[src/rtl/regfile_wb_if.sv]
// Write-back / read-port bundle between the RV32I datapath and its register file.
interface regfile_wb_if #(
    parameter int N     = 32,
    parameter int DEPTH = 32
);
    localparam int AW = $clog2(DEPTH);

    logic             we;
    logic [AW-1:0]    waddr;
    logic [N-1:0]     wdata;
    logic [AW-1:0]    raddr1;
    logic [AW-1:0]    raddr2;
    logic [N-1:0]     rdata1;
    logic [N-1:0]     rdata2;
    logic [DEPTH-1:0] wsel;

    modport master (
        output we, waddr, wdata, raddr1, raddr2,
        input  rdata1, rdata2, wsel
    );

    modport slave (
        input  we, waddr, wdata, raddr1, raddr2,
        output rdata1, rdata2, wsel
    );
endinterface

[src/rtl/regfile_wb_demux.sv]
// 32-entry RV32I register file with one-hot write-back demux and two async read ports.
// Optional write-through bypass on the read ports: define REGFILE_BYPASS_EN.
module regfile_wb_cell #(
    parameter int N = 32
) (
    input  logic         clk,
    input  logic         rst_n,
    input  logic         en,
    input  logic [N-1:0] wdata,
    output logic [N-1:0] q
);
    logic [N-1:0] data_q, data_d;

    always_comb begin
        data_d = data_q;
        if (en) data_d = wdata;
    end

    always_ff @(posedge clk or negedge rst_n) begin
        if (!rst_n) data_q <= '0;
        else        data_q <= data_d;
    end

    assign q = data_q;
endmodule

module regfile_wb_demux #(
    parameter int N     = 32,
    parameter int DEPTH = 32
) (
    input  logic       clk,
    input  logic       rst_n,
    regfile_wb_if.slave bus
);
    localparam int AW = $clog2(DEPTH);

    logic [DEPTH-1:0] wsel;
    logic [N-1:0]     rf_view [DEPTH];
    logic [N-1:0]     rdata1, rdata2;

    // Slot 0 is x0: no cell behind it, hard-wired zero for the read muxes.
    assign rf_view[0] = '0;

    // Gating with rst_n keeps wsel quiet during reset, matching the lost write.
    always_comb begin
        wsel = '0;
        for (int i = 1; i < DEPTH; i++)
            wsel[i] = rst_n && bus.we && (bus.waddr == AW'(i));
    end

    for (genvar g = 1; g < DEPTH; g++) begin : g_reg
        regfile_wb_cell #(.N(N)) u_cell (
            .clk   (clk),
            .rst_n (rst_n),
            .en    (wsel[g]),
            .wdata (bus.wdata),
            .q     (rf_view[g])
        );
    end

    always_comb begin
        rdata1 = rf_view[bus.raddr1];
`ifdef REGFILE_BYPASS_EN
        if (bus.we && (bus.waddr != '0) && (bus.raddr1 == bus.waddr)) rdata1 = bus.wdata;
`endif
        if (!rst_n) rdata1 = '0;
    end

    always_comb begin
        rdata2 = rf_view[bus.raddr2];
`ifdef REGFILE_BYPASS_EN
        if (bus.we && (bus.waddr != '0) && (bus.raddr2 == bus.waddr)) rdata2 = bus.wdata;
`endif
        if (!rst_n) rdata2 = '0;
    end

    assign bus.rdata1 = rdata1;
    assign bus.rdata2 = rdata2;
    assign bus.wsel   = wsel;
endmodule

[src/flat_wrapper.sv]
// flat-port wrapper written by rule: the top's interface ports become plain ports
module regfile_wb_demux_flat 
#(
    parameter int N     = 32,
    parameter int DEPTH = 32
)
  (clk, rst_n, bus_we, bus_waddr, bus_wdata, bus_raddr1, bus_raddr2, bus_rdata1, bus_rdata2, bus_wsel);
  regfile_wb_if #(.N(N), .DEPTH(DEPTH)) bus_i ();
  input  logic clk;
  input  logic rst_n;
  input wire logic [$bits(bus_i.we)-1:0] bus_we;
  input wire logic [$bits(bus_i.waddr)-1:0] bus_waddr;
  input wire logic [$bits(bus_i.wdata)-1:0] bus_wdata;
  input wire logic [$bits(bus_i.raddr1)-1:0] bus_raddr1;
  input wire logic [$bits(bus_i.raddr2)-1:0] bus_raddr2;
  output wire logic [$bits(bus_i.rdata1)-1:0] bus_rdata1;
  output wire logic [$bits(bus_i.rdata2)-1:0] bus_rdata2;
  output wire logic [$bits(bus_i.wsel)-1:0] bus_wsel;
  assign bus_i.we = bus_we;
  assign bus_i.waddr = bus_waddr;
  assign bus_i.wdata = bus_wdata;
  assign bus_i.raddr1 = bus_raddr1;
  assign bus_i.raddr2 = bus_raddr2;
  assign bus_rdata1 = bus_i.rdata1;
  assign bus_rdata2 = bus_i.rdata2;
  assign bus_wsel = bus_i.wsel;
  regfile_wb_demux #(.N(N), .DEPTH(DEPTH)) u_core (.clk(clk), .rst_n(rst_n), .bus(bus_i));
endmodule
[config.mk]
export PLATFORM = sky130hd
export DESIGN_NAME = regfile_wb_demux_flat
export DESIGN_NICKNAME = d
export VERILOG_FILES = /design/src/rtl/regfile_wb_if.sv /design/src/rtl/regfile_wb_demux.sv /design/src/flat_wrapper.sv
export SDC_FILE = /design/constraint.sdc
export NUM_CORES = 2
export LEC_CHECK = 0
export ABC_AREA = 1
export BUFFER_PORTS_ARGS = -buffer_cell sky130_fd_sc_hd__buf_2
export CAP_MARGIN = 10
export CORE_UTILIZATION = 42
export DETAILED_ROUTE_END_ITERATION = 10
export GPL_ROUTABILITY_DRIVEN = 1
export SLEW_MARGIN = 20
export SYNTH_ARGS = -nofsm -noshare
export SYNTH_HDL_FRONTEND = slang
export SYNTH_SLANG_ARGS = --single-unit
[constraint.sdc]
create_clock -name clk -period 1.3 [get_ports clk]
set_input_delay 0.065 -clock clk [delete_from_list [all_inputs] [get_ports clk]]
set_output_delay 0.065 -clock clk [all_outputs]
set_load 0.01 [all_outputs]
# Word-level counts from Yosys, hierarchy flattened
# Index checks and enable logic that the tools add are counted.
# op_classes
n_lt_le_gt_ge	2
n_eq_ne	31
n_mux	8
n_bitwise	2
n_reduce_logical	32
# op_table
op	n
$bmux W32 S5	2
$mux W32	6
$eq A5 B5 Y1 const B	16
$eq A5 B4 Y1 const B	8
$logic_and A1 B1 Y1	32
$eq A5 B3 Y1 const B	4
$ge A6 B6 Y1 const B	2
$not A5 Y6	2
$eq A5 B2 Y1 const B	2
$eq A5 B1 Y1 const B	1
# totals
regBits	992
wordCells	106

# Logic depth before layout (Yosys ltp)
# depth
ltp_word	5
depth_mapped	12
mapped_depth_nobuf	9

# Cells and area by module
# A second synthesis with hierarchy kept.
# hier_totals
cells_unflattened	9784
hier_area_um2	63455.9
# modules_own_cells
module	instances	cells_each	area_each_um2	seq_area_each_um2
regfile_wb_cell	31	136	1292.5	800.8
regfile_wb_demux	1	5568	23388.7	0.0

# Least setup slack after synthesis
# Ideal clock, no wire load.
# synth_path
kind	input to output
startpoint	in bus_raddr1[0]
endpoint	out bus_rdata1[29]
arrival_ns	1.162
required_time_ns	1.235
path_slack_ns	0.073
cell_stages	12
n_path_buf	4
cell_sequence	buf_4 inv_2 buf_6 buf_6 buf_2 nand2_1 nand3_1 nand2_1 nand3_1 nand3_1 nand2_1 nor2_1
# synth_via
elab_chain_cells	5
# synth_rtl
element	line	source
from (decl)	flat_wrapper.sv:14	input wire logic [$bits(bus_i.raddr1)-1:0] bus_raddr1;
$not A5 Y6 (not written as such)	regfile_wb_demux.sv:62	rdata1 = rf_view[bus.raddr1];
$bmux W32 S5	regfile_wb_demux.sv:62	
$mux W32 (not written as such) (2 in a row)	regfile_wb_demux.sv:62	
$mux W32	regfile_wb_demux.sv:66	if (!rst_n) rdata1 = '0;
to (decl)	flat_wrapper.sv:16	output wire logic [$bits(bus_i.rdata1)-1:0] bus_rdata1;
# Every way passes these cells. The select of a mux whose other input is x is not followed.

# Worst setup path in the final report
# layout_path
startpoint	reg u_core.g_reg[29].u_cell.data_q[2]
endpoint	out bus_rdata2[2]
# layout_via
elab_chain_cells	4
# layout_rtl
element	line	source
from (decl)	regfile_wb_demux.sv:12	logic [N-1:0] data_q, data_d;
from (signal assigned)	regfile_wb_demux.sv:21	else data_q <= data_d;
$bmux W32 S5	regfile_wb_demux.sv:70	rdata2 = rf_view[bus.raddr2];
$mux W32 (not written as such) (2 in a row)	regfile_wb_demux.sv:70	
$mux W32	regfile_wb_demux.sv:74	if (!rst_n) rdata2 = '0;
to (decl)	flat_wrapper.sv:17	output wire logic [$bits(bus_i.rdata2)-1:0] bus_rdata2;
# Every way passes these cells. The select of a mux whose other input is x is not followed.

==> impl_metrics.toml <==
[outcome]
status = "complete, but fails checks"
violations = "setup timing"

[clock_network]
cts_buffers = 115
cts-root-buf = "clkbuf_16"
cts_htree_levels = 3
clockBufferDepth = 3
clock_latency_ns = 0.74
path_clk_slew_ns = 0.06
cts_tree = "done"
cts.sinks = 992

[grt]
gr-max-usage-layer = "met2"
grt_pass1_wl_um = 382000
grt_pass1_vias = 59981
use_met3_pct = 8.72
use_met2_pct = 52.6
grt_start_max_net_pins = 88
gr-usage-met1_pct = 48.4
gr-total-overflow = 0
grt_util_all_layers_pct = 35.6
antenna_found_initial = 18

[sta]
fin_skew_ns = 0
fmax_ghz = 0.466
rsz0062_at_grt = "yes"
period_minus_slack_ns = 2.15
setup_viol = 72
final.period_utilization_pct = 165
tightest_slew_ns = 0.641
hold_violations = 0
finalWorstSetupSlack_ns = -0.848
slew_headroom_pct = 57.1
drv_slew = 0

[worst_setup_path]
endpoint_kind = "output port"
setup.worst_path.class = "flop to output port"
cp_slowest_stage_delay_ns = 0.38
crit_chain = "inv_2 > nand2_1 > nand3_1 > nand3_1 > nand3_1 > nand2_2 > nor2_4 > nor2_2 > buf_2"
crit_path_frequent_cell = "nand3_1"
arrival_ns = 2.08
startpoint_type = "flop"
critical_path.max_fanout = 3
slowest_stage = "dfrtp_1"
required_ns = 1.24

[finish]
final_common_cell = "nand2_1"
layout-drive-gt1-share_pct = 24.3
final_cell_mix = "nand2_1 (3151), nand3_1 (1383), dfrtp_1 (992), o21ai_0 (982), buf_4 (739)"
largest_reg_flops = 992
postLayoutCellArea_um2 = 76800
nets = 9530
area_growth_pct = 30.6

[power_and_ir_drop]
total_power_mw = 99.2
peakVddDrop_mv = 1.15
powerDensity_nw_per_um2 = 1290
leakagePower_nw = 36.4

[placement]
numPortBuffers = 144
placed_area_um2 = 67700
hpwl_um = 158000
gp_congestion = 0.941

[synth]
synth_cells = 8937
synth_area_um2 = 58800
synth_seq_cells = 992
syn_area_per_cell_um2 = 6.58
ys_types = 19
ys_warn_count = 0
synth_nets = 8987
seq_area_frac_synth_pct = 42.2

[hold_path]
holdCritPathClass = "primary input to flop"

[floorplanning]
rows = 136
die-area_um2 = 142000
ios = 146
die_w_um = 376
coreArea_um2 = 138000
start_util_pct = 42.6
die-height_um = 376

[routing]
drt-pass1-iter-count = 7
vias_per_cell = 5.67
routed_wl_um = 257000
ant_nets = 0
drtIter0Drc = 8046
wire_per_inst_um = 22.5
vias = 64845
drc = 0

[flow_run]
cap_violations = 0
[worst paths after layout]
path | cells after the start | slack [ns] | end | startpoint
worst max-delay path | 9 | -0.85 | bus_rdata2[2] | u_core.g_reg[29].u_cell.q[2]$_DFFE_PN0P_
worst min-delay path | 6 | 0.09 | u_core.g_reg[28].u_cell.q[29]$_DFFE_PN0P_ | bus_waddr[3]
worst max register to register | 6 | 0.20 | u_core.g_reg[19].u_cell.q[20]$_DFFE_PN0P_ | u_core.g_reg[19].u_cell.q[20]$_DFFE_PN0P_
worst min register to register | 2 | 0.49 | u_core.g_reg[8].u_cell.q[1]$_DFFE_PN0P_ | u_core.g_reg[8].u_cell.q[1]$_DFFE_PN0P_
max in group asynchronous | 7 | 0.06 | u_core.g_reg[15].u_cell.q[4]$_DFFE_PN0P_ | rst_n
min in group asynchronous | 4 | 0.11 | u_core.g_reg[23].u_cell.q[2]$_DFFE_PN0P_ | rst_n
[critical path, delay by kind of cell, from the launching register on]
kind / cells / cell delay (ns)
buffers and inverters: 2 / 0.22
flip-flops: 1 / 0.38
AND/OR/NAND/NOR: 7 / 0.73
[cells in the mapped netlist]
library cell	number	area share, %
nor2_2	1	0.011
nor2_1	300	1.9
o21ai_0	982	8.4
buf_6	7	0.13
nor2_4	4	0.077
nand3_1	1665	14
buf_2	393	3.3
buf_1	38	0.24
clkbuf_2	11	0.094
inv_2	18	0.11
buf_4	68	0.87
nand2_1	3303	21
conb_1	1	0.0064
o21ai_1	10	0.085
clkbuf_1	259	1.7
inv_1	882	5.6
dfrtp_1	992	42
clkinv_1	2	0.013
nand4_1	1	0.011
[kinds of logic (layout without fill, tap and decap cells)]
logic type      after synthesis  in the layout  share of synthesized area [%]
other cells                   1              7                        0.00638
compound gates              992            992                           8.44
buf+inv                    1678           2308                           12.1
simple gates               5274           5274                           37.3
flops                       992            992                           42.2
[power breakdown]
group	leakage (nW)	internal, mW	total, mW	switching [mW]
logic	23.4	10.8	27.2	16.3
clock network	1.83	19.2	33.3	14.1
registers	11.1	36.5	38.8	2.33
total	36.4	66.5	99.2	32.7
[layer usage]
| metal | routed length, µm | share of wire (%) |
|---|---|---|
| met1 | 102000 | 40 |
| met2 | 110000 | 43 |
| met3 | 31200 | 12 |
| met4 | 14100 | 5.5 |
| met5 | 92 | 0.036 |
[stage by stage]
step	instances	util, %	TNS (ns)	setup WS [ns]	hold WS (ns)
6_report	11436	55.6	-46.91	-0.848	0.0887
3_3_place_gp	11022	49.0	-124.13	-0.670	0.124
3_5_place_dp	11022	49.0	-136.47	-0.661	0.119
5_1_grt	11431	55.6	-53.12	-0.924	0.0806
2_1_floorplan	8937	-	0	0.0726	-0.231
4_1_cts	11386	54.3	-48.34	-0.852	0.0338
[area by class of cell]
type	instances	area [µm²]
Antenna cell	6	15.0
Clock buffer	163	3280
Clock inverter	41	490
Fill cell	12858	61400
Inverter	902	3440
Multi-Input combinational cell	6267	29700
Sequential cell	992	24800
Tap cell	1863	2330
Timing Repair Buffer	1202	12800
[what timing repair did]
action,4_1_cts,5_1_grt
hold endpoints to repair,1976,11
buffers inserted,103,45
resized for setup,673,448
pin swaps,364,267
hold buffers,48,1
cloned,25,0
endpoints found under the setup margin,91,230
Power figures use the tool's default switching activity.
